<file path="src/rtl/demux_deser_4ch_pkg.sv">
// Shared constants for the 4-channel demux deserializer.
package demux_deser_4ch_pkg;
  localparam int NUM_CH    = 4;
  localparam int CH_W      = 2;
  localparam int DEF_WIDTH = 8;
endpackage

</file>
<file path="src/rtl/demux_deser_lane.sv">
// One channel: MSB-first shift register, bit counter, single-word hold
// buffer and sticky overrun flag.
module demux_deser_lane
  import demux_deser_4ch_pkg::*;
#(
  parameter int WIDTH = DEF_WIDTH
) (
  input  logic             clk,
  input  logic             rst_n,
  input  logic             bit_en,
  input  logic             bit_i,
  input  logic             grant,
  input  logic             clr_ovf,
  output logic [WIDTH-1:0] hold,
  output logic             hold_full,
  output logic             ovf
);
  localparam int CNT_W = $clog2(WIDTH);
  localparam logic [CNT_W-1:0] LAST = CNT_W'(WIDTH - 1);

  logic [WIDTH-1:0] shift_q, shift_d, hold_q, hold_d, word;
  logic [CNT_W-1:0] cnt_q, cnt_d;
  logic             hold_full_q, hold_full_d, ovf_q, ovf_d, done;

  // Shift/count, capture completed word into hold (a same-edge grant frees it), flag overruns.
  always_comb begin
    word        = {shift_q[WIDTH-2:0], bit_i};
    done        = bit_en && (cnt_q == LAST);
    shift_d     = shift_q;
    cnt_d       = cnt_q;
    hold_d      = hold_q;
    hold_full_d = hold_full_q & ~grant;
    ovf_d       = ovf_q & ~clr_ovf;
    if (bit_en) begin
      shift_d = word;
      cnt_d   = done ? '0 : cnt_q + CNT_W'(1);
    end
    if (done) begin
      if (!hold_full_q || grant) begin
        hold_d      = word;
        hold_full_d = 1'b1;
      end else begin
        ovf_d = 1'b1;  // set wins over a coincident clear
      end
    end
  end

  // Lane state registers.
  always_ff @(posedge clk or negedge rst_n) begin
    if (!rst_n) begin
      shift_q     <= '0;
      cnt_q       <= '0;
      hold_q      <= '0;
      hold_full_q <= 1'b0;
      ovf_q       <= 1'b0;
    end else begin
      shift_q     <= shift_d;
      cnt_q       <= cnt_d;
      hold_q      <= hold_d;
      hold_full_q <= hold_full_d;
      ovf_q       <= ovf_d;
    end
  end

  assign hold      = hold_q;
  assign hold_full = hold_full_q;
  assign ovf       = ovf_q;
endmodule

</file>
<file path="src/rtl/demux_deser_4ch.sv">
// Four deserializer lanes merged into one valid/ready stream by a
// round-robin arbiter feeding a single output register.
module demux_deser_4ch
  import demux_deser_4ch_pkg::*;
#(
  parameter int WIDTH = DEF_WIDTH
) (
  input  logic             clk,
  input  logic             rst_n,
  input  logic             bit_valid,
  input  logic [1:0]       sel,
  input  logic             y1,
  input  logic             y2,
  input  logic             y3,
  input  logic             y4,
  input  logic             out_ready,
  input  logic             clr_ovf,
  output logic             out_valid,
  output logic [WIDTH-1:0] out_data,
  output logic [1:0]       out_ch,
  output logic [3:0]       ovf
);
  logic [NUM_CH-1:0][WIDTH-1:0] hold;
  logic [NUM_CH-1:0]            hold_full, grant, ovf_v, y_v;

  logic             out_valid_q, out_valid_d, out_free, found;
  logic [WIDTH-1:0] out_data_q, out_data_d;
  logic [CH_W-1:0]  out_ch_q, out_ch_d, last_q, last_d, gidx, idx;

  assign y_v = {y4, y3, y2, y1};

  for (genvar c = 0; c < NUM_CH; c++) begin : g_lane
    demux_deser_lane #(.WIDTH(WIDTH)) u_lane (
      .clk       (clk),
      .rst_n     (rst_n),
      .bit_en    (bit_valid && (sel == CH_W'(c))),
      .bit_i     (y_v[c]),
      .grant     (grant[c]),
      .clr_ovf   (clr_ovf),
      .hold      (hold[c]),
      .hold_full (hold_full[c]),
      .ovf       (ovf_v[c])
    );
  end

  // Round-robin pick starting after last grant; load output register when it frees up.
  always_comb begin
    out_free    = !out_valid_q || out_ready;
    found       = 1'b0;
    gidx        = last_q;
    idx         = '0;
    for (int i = 1; i <= NUM_CH; i++) begin
      idx = last_q + CH_W'(i);
      if (!found && hold_full[idx]) begin
        found = 1'b1;
        gidx  = idx;
      end
    end
    grant       = '0;
    out_valid_d = out_valid_q;
    out_data_d  = out_data_q;
    out_ch_d    = out_ch_q;
    last_d      = last_q;
    if (out_free) begin
      if (found) begin
        grant[gidx] = 1'b1;
        out_valid_d = 1'b1;
        out_data_d  = hold[gidx];
        out_ch_d    = gidx;
        last_d      = gidx;
      end else begin
        out_valid_d = 1'b0;
      end
    end
  end

  // Output register and arbiter pointer; channel 0 has first priority after reset.
  always_ff @(posedge clk or negedge rst_n) begin
    if (!rst_n) begin
      out_valid_q <= 1'b0;
      out_data_q  <= '0;
      out_ch_q    <= '0;
      last_q      <= CH_W'(NUM_CH - 1);
    end else begin
      out_valid_q <= out_valid_d;
      out_data_q  <= out_data_d;
      out_ch_q    <= out_ch_d;
      last_q      <= last_d;
    end
  end

  assign out_valid = out_valid_q;
  assign out_data  = out_data_q;
  assign out_ch    = out_ch_q;
  assign ovf       = ovf_v;
endmodule

</file>
<file path="config.mk">
export PLATFORM = sky130hd
export DESIGN_NAME = demux_deser_4ch
export DESIGN_NICKNAME = d
export VERILOG_FILES = /design/src/rtl/demux_deser_4ch_pkg.sv /design/src/rtl/demux_deser_lane.sv /design/src/rtl/demux_deser_4ch.sv
export SDC_FILE = /design/constraint.sdc
export NUM_CORES = 1
export LEC_CHECK = 0
export ABC_AREA = 0
export BUFFER_PORTS_ARGS = -buffer_cell sky130_fd_sc_hd__buf_2
export CAP_MARGIN = 25
export CORE_MARGIN = 4
export CORE_UTILIZATION = 55
export DETAILED_ROUTE_END_ITERATION = 7
export GPL_TIMING_DRIVEN = 0
export PLACE_DENSITY = 0.84
export SLEW_MARGIN = 20
export SYNTH_ARGS = -nofsm -noshare
export SYNTH_HDL_FRONTEND = slang
export SYNTH_SLANG_ARGS = --single-unit
export TNS_END_PERCENT = 30
</file>
<file path="constraint.sdc">
create_clock -name clk -period 3.6 [get_ports clk]
set_clock_uncertainty 0.05 [all_clocks]
set_input_delay 0.36 -clock clk [delete_from_list [all_inputs] [get_ports clk]]
set_output_delay 0.36 -clock clk [all_outputs]
set_load 0.005 [all_outputs]
</file>
After elaboration in Yosys (flattened, before gate mapping). Cells that the tools add are included.

Bits in registers: 93. Input bits: 11. Output and inout port bits: 15.

$add $sub $neg: 7. $lt $le $gt $ge: 6. Eq/ne operators: 7. Multiplexer cells: 43. Bitwise operators: 13. Reduce and logical (&&, ||, !) cells: 31.

Operators by type and width (count): $mux W1 (26); $bmux W8 S2 (1); $lt A2 B3 Y1 const B (5); $add A3 B1 Y3 const B (4); $eq A3 B3 Y1 const B (4); $logic_and A1 B1 Y1 (12); $mux W3 (4); $reduce_and A2 Y1 (5); $and A1 B1 Y1 (8); $bmux W1 S2 (4); $logic_not A1 Y1 (8); $mux W2 (4); $mux W4 (2); $mux W8 (1); $logic_or A1 B1 Y1 (5); $not A1 Y1 (5); $add A2 B2 Y2 const B (2); $eq A2 B2 Y1 const B (2); $add A2 B1 Y2 const B (1); $demux W1 S2 (1); $eq A2 B1 Y1 const B (1); $ge A2 B1 Y1 const B (1); $logic_not A2 Y1 (1).

Depth between registers and ports, before layout. Gate-level depths: netlist (run 1).

Depth in word-level cells: 23. Mapped depth: 8. Gate-level depth less buffers: 7.

By module. Synthesis (run 1) repeated with hierarchy kept, for this count alone.

Cells, all modules: 288. Area, all modules: 4222.8 µm².

Modules (own cells, without submodules): demux_deser_lane (instances 4, cells each 51, area an instance 829.5 µm², seq. area each 500.5 µm²); demux_deser_4ch (instances 1, cells each 84, area an instance 904.6 µm², seq. area each 327.8 µm²).

Least setup slack after synthesis (run 1). No wires, ideal clock.

Path kind: reg2reg. Start: reg last_q[1]. End: reg g_lane[0].u_lane.ovf_q. Library setup time: 120 ps. Arrival time: 1741 ps. Required time: 3430 ps. Path slack: 1689 ps. Stages on the path, launching flop included: 8. Period minus slack after synthesis: 1911 ps. Cell sequence: dfstp_2 > mux2i_1 > or2_1 > buf_4 > nand3_4 > o21a_4 > buf_8 > a22o_4.

Longest elaborated chain between the ends: 22.

Ends and longest elaborated chain: start: declaration (RTL line demux_deser_4ch.sv:28) `logic [CH_W-1:0] out_ch_q, out_ch_d, last_q, last_d, gidx, idx;`; start signal: assignment (RTL line demux_deser_4ch.sv:83) `last_q <= CH_W'(NUM_CH - 1);`; start signal: assignment (RTL line demux_deser_4ch.sv:88) `last_q <= last_d;`; $add A2 B1 Y2 (RTL line demux_deser_4ch.sv:53) `idx = last_q + CH_W'(i);`; $bmux W1 S2 (RTL line demux_deser_4ch.sv:54) `if (!found && hold_full[idx]) begin`; $mux W1 (not written as such) (RTL line demux_deser_4ch.sv:54); $mux W1 (RTL line demux_deser_4ch.sv:54); $logic_not A1 Y1 (RTL line demux_deser_4ch.sv:54); $logic_and A1 B1 Y1 (RTL line demux_deser_4ch.sv:54); $mux W1 (RTL line demux_deser_4ch.sv:54); $logic_not A1 Y1 (RTL line demux_deser_4ch.sv:54); [... 7 more ...]; $mux W1 (not written as such) (RTL line demux_deser_4ch.sv:66) `grant[gidx] = 1'b1;`; $demux W1 S2 (RTL line demux_deser_4ch.sv:66); $mux W4 (*) (RTL line demux_deser_4ch.sv:65) `if (found) begin`; $mux W4 (*) (RTL line demux_deser_4ch.sv:64) `if (out_free) begin`; $logic_or A1 B1 Y1 (*) (RTL line demux_deser_lane.sv:39) `if (!hold_full_q || grant) begin`; $mux W1 (*) (RTL line demux_deser_lane.sv:39); $mux W1 (*) (RTL line demux_deser_lane.sv:38) `if (done) begin`; net g_lane[0].u_lane.ovf_d (RTL line demux_deser_lane.sv:23) `logic hold_full_q, hold_full_d, ovf_q, ovf_d, done;`; end signal: assignment (RTL line demux_deser_lane.sv:61) `ovf_q <= ovf_d;`; end: declaration (RTL line demux_deser_lane.sv:23).

The timed path passes the listed nets; every way through them passes the cells marked *. The select of a mux whose other input is x is not followed. A chain may end at the register's enable or synchronous reset.

Worst setup path in the final report (run 1).
Start: reg last_q[1]. End: reg out_data_q[6] (netlist: out_data[6]).

Longest elaborated chain between the ends: 15.

Ends and longest elaborated chain: $add A2 B1 Y2 (RTL line demux_deser_4ch.sv:53); $bmux W1 S2 (RTL line demux_deser_4ch.sv:54); $mux W1 (not written as such) (RTL line demux_deser_4ch.sv:54); $mux W1 (RTL line demux_deser_4ch.sv:54); $logic_not A1 Y1 (RTL line demux_deser_4ch.sv:54); $logic_and A1 B1 Y1 (RTL line demux_deser_4ch.sv:54); $mux W1 (RTL line demux_deser_4ch.sv:54); $logic_not A1 Y1 (RTL line demux_deser_4ch.sv:54); $logic_and A1 B1 Y1 (RTL line demux_deser_4ch.sv:54); $mux W1 (RTL line demux_deser_4ch.sv:54); $logic_not A1 Y1 (RTL line demux_deser_4ch.sv:54); $logic_and A1 B1 Y1 (RTL line demux_deser_4ch.sv:54); $mux W2 (RTL line demux_deser_4ch.sv:54); $bmux W8 S2 (RTL line demux_deser_4ch.sv:68) `out_data_d = hold[gidx];`; $mux W8 (not written as such) (RTL line demux_deser_4ch.sv:68); end signal: assignment (RTL line demux_deser_4ch.sv:86) `out_data_q <= out_data_d;`; end: declaration (RTL line demux_deser_4ch.sv:27) `logic [WIDTH-1:0] out_data_q, out_data_d;`.

Several ways; a longest one is shown, not always the timed one. The select of a mux whose other input is x is not followed.

==> metrics.md, run 1 <==
| Metric | Value |
|---|---|
| Status | `completed` |
| Vias/cell | `6.14` |
| Congestion Overflow GR | `0` |
| CP max stage delay | `0.59 ns` |
| Hold path endpoint | `g_lane[1].u_lane.shift_q[0]` |
| Overall global routing resource usage | `0.219` |
| Synth async-reset ratio | `1.00` |
| Worst-path clk slew | `0.09 ns` |
| Syn_area_per_cell | `11.0 sq um` |
| Final Net Count | `488` |
| Die span in x | `101 um` |
| Setup CP Type | `reg2reg` |
| Most used DFF post-synth | `dfrtp_1` |
| Arr. time, crit path | `2.37 ns` |
| Final Wtd Congestion | `0.890` |
| Antenna Nets Post-Route | `0` |
| Post-synth EDFFs | `0` |
| Cell mode on critical path | `mux2i_1` |
| Share of cells above drive strength 1 | `0.278` |
| Post-synth top area share | `0.480` |
| Pre-CTS WS | `1.40 ns` |
| Hold Path Origin | `y2` |
| CTS tree | `yes` |
| Most common cell in the netlist | `dfrtp_1` |
| Post-place instance area | `5030 sq um` |
| Die height | `101 um` |
| Worst-skew pair later-pin latency | `0.36 ns` |
| Clock Tree Root | `clkbuf_8` |
| Final hold vios | `0` |
| Setup violations, final | `0` |
| Worst Path Max Fanout | `10` |
| Synthesis-stage register bit count | `93` |
| Site Rows | `33` |
| Synth area leaders | `dfrtp_1 48%, mux2_2 6.2%, nand2_1 5.0%, o21ai_0 3.0%, o31ai_1 2.5%` |
| Fin. max-slew vios | `0` |
| Total number of vias | `3557` |
| Max Fclk | `460 MHz` |
| WHS Path Cells | `2` |
| DRC viols | `0` |
| YS warnings | `0` |
| Sequential fraction of the synthesis area | `0.491` |
| Final Cell Area | `5250 sq um` |
| DP Wirelength | `7160 um` |
| FF-to-FF path depth | `6` |
| Static Leakage | `2.31 nW` |
| Reg2reg start | `last_q[1]` |
| Tcrit/Tclk final | `0.604` |
| CTS max path bufs | `2` |
| Setup tns final | `0 ns` |
| Post-Syn Area | `4740 sq um` |
| Post-Syn Nets | `450` |
| Synth cell count leaders | `91 x dfrtp_1, 63 x nand2_1, 28 x o21ai_0` |
| Worst min-delay path class | `in2reg` |
| Fin worst setup slack | `1.42 ns` |
| Synth area leader | `dfrtp_1` |
| VDD IR max | `0.000390 V` |
| Ports | `26` |
| TritonCTS Buffers | `9` |
| Area growth syn-to-layout | `10.7%` |
| R2R setup slack | `1.42 ns` |
| CTS H-tree lvls | `3` |
| Diode count | `0` |
| Power per standard cell area | `780 nW/um^2` |
| Final wirelength | `10100 um` |
| Critical Path RT | `3.79 ns` |
| DRT Pass-1 Iters | `5` |
| 1st-iter DRT viols | `277` |
| Total core area | `8300 sq um` |
| Starting density of the core | `0.571` |
| Cell count after synthesis | `431` |
| Number of global-route vias before repair | `3622` |
| Num Clock Sinks | `93` |
| Port bufs | `25` |
| Final min period | `2.18 ns` |
| CP startpoint kind | `flop` |
| Crit-path slowest cell | `dfstp_2` |
| # hold bufs at CTS | `1` |
| First-pass GRT wire length | `17600 um` |
| Slew Limit Headroom | `0.630` |
| Crit path cell chain | `mux2i_1 > nor2_2 > nor3_4 > buf_4 > mux2i_1 > o211ai_1` |
| Routed WL per cell | `17.5 um` |
| Die area | `10200 sq um` |
| RSZ-0062 raised after global routing | `no` |
| PostCTS Resize Cnt | `0` |
| Critical R2R Capture | `out_data[6]` |
| Slew at the pin closest to its max-slew limit | `0.553 ns` |
| Antenna violations before repair | `0` |
| Setup crit end kind | `flop` |
| Setup bufs post-CTS | `0` |
| Largest net degree at the start of global routing | `55` |
| Max Cap Viol | `0` |
| Post-synthesis cell type count | `57` |
[metal layers]
layer,track usage,vias to the layer above,share of wire
met3,0.0360,19,0.056
li1,-,1647,-
met2,0.350,127,0.49
met4,0.0798,0,0.020
met5,0,-,0
met1,0.301,1764,0.43
[per-stage QoR]
stage	hold WS (ns)	utilization	total power [mW]	cells
global placement	0.410	0.602	3.26	561
global route	0.209	0.632	4.38	579
floorplan	0.0144	-	2.92	431
finish	0.206	0.632	4.10	579
detailed placement	0.342	0.606	3.36	562
CTS	0.199	0.632	4.10	579
[cell families after synthesis]
group,Yosys count,share of synthesized area
AND/OR/NAND/NOR,129,0.152
AO/OA/AOI/OAI,120,0.197
flip-flops,93,0.491
buffers and inverters,46,0.0581
multiplexers,35,0.0808
adder cells (fa/ha/maj),8,0.0211
[power by group]
group	internal, mW	switching [mW]	total, mW
registers	1.41	0.267	1.68
clock network	0.378	0.358	0.735
logic	0.737	0.944	1.68
total	2.53	1.57	4.10
[registers in the layout, indices dropped and copies added (netlist names)]
name / count
out_data: 8
out_ch: 2
last_q: 2
g_lane.u_lane.ovf: 4
g_lane.u_lane.hold_full: 4
g_lane.u_lane.shift_q: 28
g_lane.u_lane.cnt_q: 12
out_valid: 1
g_lane.u_lane.hold: 32
[worst max-delay path by stage]
stage	start	end	slack, ns	depth (start not counted)
after floorplan	last_q[1]	g_lane[0].u_lane.ovf	1.69	7
after global placement	rst_n	g_lane[0].u_lane.cnt_q[1]	1.30	1
after detailed placement	bit_valid	g_lane[0].u_lane.hold[7]	1.40	5
after CTS	last_q[1]	out_data[6]	1.46	6
after global routing	last_q[1]	out_data[6]	1.33	6
final	last_q[1]	out_data[6]	1.42	6
[cell type report]
class | count | area, sq um
Timing Repair Buffer | 27 | 165
Fill cell | 662 | 3050
Clock inverter | 3 | 42.5
Inverter | 15 | 56.3
Tap cell | 105 | 131
Sequential cell | 93 | 2330
Buffer | 31 | 219
Clock buffer | 13 | 169
Multi-Input combinational cell | 292 | 2140
[cell usage in the layout, fill, tap and decap left out, types with 3 or more instances in the layout]
cell type  netlist  routed
a211o_1          8       8
a21o_1           4       4
a31oi_1          8       8
buf_2            4      28
buf_4           10      11
buf_6            5       5
clkbuf_1         8       9
clkbuf_8         0      12
dfrtp_1         91      91
ha_1             8       8
inv_1           14      14
mux2_2          26      26
mux2i_1          9       9
nand2_1         63      63
nand2b_1         6       6
nand3_1          9       9
nand3b_1         3       3
nand4_1          9       9
nor2_1           3       3
nor3_1           3       3
nor3_4           3       3
o211ai_1         5       5
o211ai_2         3       3
o21a_1           3       3
o21ai_0         28      28
o21ai_1          3       3
o22ai_1         13      13
o22ai_2          9       9
o311ai_1        10      10
o31ai_1         16      16
or2_1            5       5
or2_2            9       9
[worst max-delay path: cells and delay by family (launching register included)]
| family | cells | cell delay [ns] |
|---|---|---|
| AO/OA/AOI/OAI | 1 | 0.11 |
| AND/OR/NAND/NOR | 2 | 0.48 |
| multiplexers | 2 | 0.54 |
| flip-flops | 1 | 0.59 |
| buffers and inverters | 1 | 0.28 |
No activity file was read; power rests on OpenSTA's default activity.
==> inputs of run 2 (changes only) <==
--- a/config.mk
+++ b/config.mk
@@ -5,14 +5,14 @@
 export SDC_FILE = /design/constraint.sdc
 export NUM_CORES = 1
 export LEC_CHECK = 0
-export ABC_AREA = 0
+export ABC_AREA = 1
 export BUFFER_PORTS_ARGS = -buffer_cell sky130_fd_sc_hd__buf_2
 export CAP_MARGIN = 25
 export CORE_MARGIN = 4
 export CORE_UTILIZATION = 55
 export DETAILED_ROUTE_END_ITERATION = 7
 export GPL_TIMING_DRIVEN = 0
-export PLACE_DENSITY = 0.84
+export PLACE_DENSITY = 0.87
 export SLEW_MARGIN = 20
 export SYNTH_ARGS = -nofsm -noshare
 export SYNTH_HDL_FRONTEND = slang
==> constraint.sdc (replaced) <==
create_clock -name clk -period 2 [get_ports clk]
set_clock_uncertainty 0.05 [all_clocks]
set_input_delay 0.2 -clock clk [delete_from_list [all_inputs] [get_ports clk]]
set_output_delay 0.2 -clock clk [all_outputs]
set_load 0.005 [all_outputs]
==> metrics.md, run 2 <==
| Metric | Value |
|---|---|
| Number of global-route vias before repair | `3991 (+10%)` |
| WHS Path Cells | `3 (+1)` |
| Arr. time, crit path | `2.43 ns (+0.06 ns)` |
| CP max stage delay | `0.57 ns (-0.02 ns)` |
| Final hold vios | `0 (unchanged)` |
| Final Net Count | `644 (+32%)` |
| Starting density of the core | `0.575 (+0.00348)` |
| Post-Syn Nets | `586 (+30%)` |
| Hold path endpoint | `g_lane[0].u_lane.shift_q[0]` |
| Setup violations, final | `51 (+51)` |
| Multi-input gate area | `2070 sq um (-3.2%)` |
| Sequential fraction of the synthesis area | `0.514 (+0.0225)` |
| Worst-path clk slew | `0.09 ns (about the same)` |
| DRC viols | `0 (unchanged)` |
| Most used DFF post-synth | `dfrtp_1` |
| Synth async-reset ratio | `1.00 (unchanged)` |
| Worst Path Max Fanout | `7 (-3)` |
| XOR/XNOR Fraction of Synth Area | `0 (unchanged)` |
| Max Cap Viol | `0 (unchanged)` |
| First-pass GRT wire length | `18400 um (+4.3%)` |
| Proportion of synthesized area in mux cells | `0 (-0.0808)` |
| CTS max path bufs | `2 (unchanged)` |
| Syn_area_per_cell | `7.99 sq um (-27%)` |
| Worst-skew pair later-pin latency | `0.37 ns (about the same)` |
| VDD IR max | `0.000655 V (+68%)` |
| Largest net degree at the start of global routing | `55 (unchanged)` |
| Vias/cell | `5.49 (-11%)` |
| DRT Pass-1 Iters | `5 (unchanged)` |
| R2R setup slack | `-0.22 ns (-1.65 ns)` |
| Hold Path Origin | `y1` |
| Synth area leaders | `dfrtp_1 50%, nand2_1 22%, nand3_1 6.7%, inv_1 4.2%, nand2_2 2.5%` |
| Crit-path slowest cell | `dfstp_2` |
| 1st-iter DRT viols | `278 (+0.36%)` |
| Num Clock Sinks | `93 (unchanged)` |
| CTS tree | `yes` |
| Die span in x | `98.8 um (-2.0%)` |
| Worst path buffer plus inverter count | `3 (+2)` |
| Antenna Nets Post-Route | `0 (unchanged)` |
| CTS H-tree lvls | `3 (unchanged)` |
| Tot Pwr | `8.34 mW (+100%)` |
| Adder-Cell Fraction of Synth Area | `0.0221 (+0.000967)` |
| Site Rows | `32 (-3.0%)` |
| DP Wirelength | `6780 um (-5.2%)` |
| Final Wtd Congestion | `0.859 (-3.5%)` |
| Static Leakage | `3.02 nW (+31%)` |
| RSZ-0062 raised after global routing | `yes` |
| Fin. max-slew vios | `0 (unchanged)` |
| Total core area | `7890 sq um (-5.0%)` |
| Post-synth top area share | `0.502 (+0.0220)` |
| Post-synth EDFFs | `0 (unchanged)` |
| Number of flip-flops in the largest register | `32 (unchanged)` |
| Synth area leader | `dfrtp_1` |
| Antenna violations before repair | `0 (unchanged)` |
| Max Fclk | `450 MHz (-2.2%)` |
| Final min period | `2.22 ns (+0.0481 ns)` |
| Commonest non-fill, non-tap cells in the layout | `244 x nand2_1, 91 x dfrtp_1, 51 x inv_1, 50 x nand3_1, 29 x nand2_2` |
| Slew at the pin closest to its max-slew limit | `0.699 ns (+0.146 ns)` |
| Final wirelength | `11100 um (+9.3%)` |
| Failing checks | `setup timing` |
| Crit-path leading delay family | `simple AND/OR/NAND/NOR gates` |
| Synth cell count leaders | `271 x nand2_1, 91 x dfrtp_1, 61 x nand3_1` |
| Crit path cell chain | `buf_8 > inv_8 > nand2_1 > nand2_1 > nand2_1 > nand2_2 > nor2_4 > nand3_2 > nand2_4 > nor2_4 > nand2_1 > nand2_2 > buf_6 > nand3_1 > nand2_1` |
| FF-to-FF path depth | `15 (+9)` |
| Cell count after synthesis | `567 (+32%)` |
| Most common cell in the netlist | `nand2_1` |
| Post-synthesis compound-gate area fraction | `0.0224 (-0.174)` |
| Diode count | `0 (unchanged)` |
| Post-synthesis cell type count | `31 (-46%)` |
| Overall global routing resource usage | `0.234 (+0.0154)` |
| Tcrit/Tclk final | `1.11 (+0.508)` |
| FF/Latch Area | `2330 sq um (unchanged)` |
| Combinational family with the most area after synthesis | `simple AND/OR/NAND/NOR gates` |
| Synthesis-stage register bit count | `93 (unchanged)` |
| Power per standard cell area | `1520 nW/um^2 (+94%)` |
| YS warnings | `0 (unchanged)` |
| Area growth syn-to-layout | `21.3%` |
| Cell mode on critical path | `nand2_1` |
| Slew Limit Headroom | `0.534 (-0.0964)` |
| Setup CP Type | `reg2reg` |
| Fin worst setup slack | `-0.224 ns (-1.65 ns)` |
| Post-Syn Area | `4530 sq um (-4.4%)` |
| WHS | `0.0233 ns (-0.183 ns)` |
| Worst min-delay path class | `in2reg` |
| Share of cells above drive strength 1 | `0.244 (-0.0340)` |
| Routed WL per cell | `15.1 um (-14%)` |
| Reg2reg start | `last_q[0]` |
| Commonest non-fill, non-tap cell in the layout | `nand2_1` |
| Post-Synth Simple-Gate Area | `0.358 (+0.206)` |
| TritonCTS Buffers | `9 (unchanged)` |
| Total number of vias | `4021 (+13%)` |
| Port bufs | `25 (unchanged)` |
| Congestion Overflow GR | `0 (unchanged)` |
| Die area | `9760 sq um (-4.0%)` |
| Die height | `98.8 um (-2.0%)` |
| Critical Path RT | `2.21 ns (-1.58 ns)` |
| Fill count | `575 (-13%)` |
| Critical R2R Capture | `g_lane[3].u_lane.hold[1]` |
| Ports | `26 (unchanged)` |
| Setup crit end kind | `flop` |
| Status | `finished with violations` |
| CP startpoint kind | `flop` |
| Clock Tree Root | `clkbuf_8` |
==> run 2: cell count changes after synthesis, sizes merged, moves of 14 or more <==
cell and delta:
inv +40, mux2 -26, nand2 +232, nand3 +51, o21ai -25, o22ai -18
o31ai -16, or2 -14
==> run 2: logic make-up (layout without fill, tap and decap cells) <==
logic type,after synthesis,in the layout
flops,93,93
fa+ha+maj,8,8
buf+inv,78,141
compound gates,17,17
simple gates,371,371
==> run 2: how the worst max path moves through the flow <==
stage / start / to / cells after the start
2_1_floorplan: last_q[0] / g_lane[2].u_lane.hold[0] / 16
3_3_place_gp: last_q[0] / out_data[2] / 15
3_5_place_dp: last_q[0] / out_data[1] / 15
4_1_cts: last_q[1] / g_lane[0].u_lane.hold[1] / 15
5_1_grt: last_q[0] / out_data[1] / 15
6_report: last_q[0] / g_lane[3].u_lane.hold[1] / 15
==> run 2: tightest hold or removal path, delay by kind of cell <==
family | cells | cell delay [ns]
simple gates | 2 | 0.12
buf+inv | 1 | 0.10
==> run 2: layout make-up <==
class / instances / area share
well taps: 102 / 0.0232
flip-flops and latches: 93 / 0.424
multi-input cells: 396 / 0.376
clock buffers: 10 / 0.0232
repair buffers: 47 / 0.0662
inverters: 60 / 0.0432
clock inverters: 6 / 0.0173
plain buffers: 18 / 0.0273
==> run 2: layer usage <==
layer | share of wire | global-route usage | up-vias
met5 | 0 | 0 | -
met4 | 0.039 | 0.106 | 0
met3 | 0.045 | 0.0361 | 45
met2 | 0.51 | 0.405 | 130
met1 | 0.40 | 0.288 | 1982
li1 | - | - | 1864
==> run 2: through the flow <==
step / TNS [ns] / instances / worst slack (ns) / cell area (sq um) / utilization
5_1_grt: -13.45 / 732 / -0.329 / 5500 / 0.697
6_report: -8.35 / 732 / -0.224 / 5500 / 0.697
3_5_place_dp: -5.15 / 695 / -0.156 / 4820 / 0.611
3_3_place_gp: -10.29 / 694 / -0.113 / 4790 / 0.607
4_1_cts: -3.37 / 731 / -0.109 / 5380 / 0.682
2_1_floorplan: 0 / 567 / 0.0862 / 4530 / -
==> run 2: where the power goes <==
| part | internal [mW] | switching [mW] | leakage (nW) | total [mW] |
|---|---|---|---|---|
| Combinational | 1.64 | 2.54 | 1.68 | 4.18 |
| Clock | 0.716 | 0.708 | 0.111 | 1.42 |
| Sequential | 2.38 | 0.354 | 1.23 | 2.73 |
| Total | 4.74 | 3.60 | 3.02 | 8.34 |
==> run 2: timing repair <==
item | CTS | global route
setup endpoints to repair | 50 | 53
setup buffers | 15 | 0
pin swaps | 19 | 21
hold buffers | 2 | 0
resized for setup | 39 | 27
hold endpoints to repair | 40 | 0
gates cloned | 3 | 1
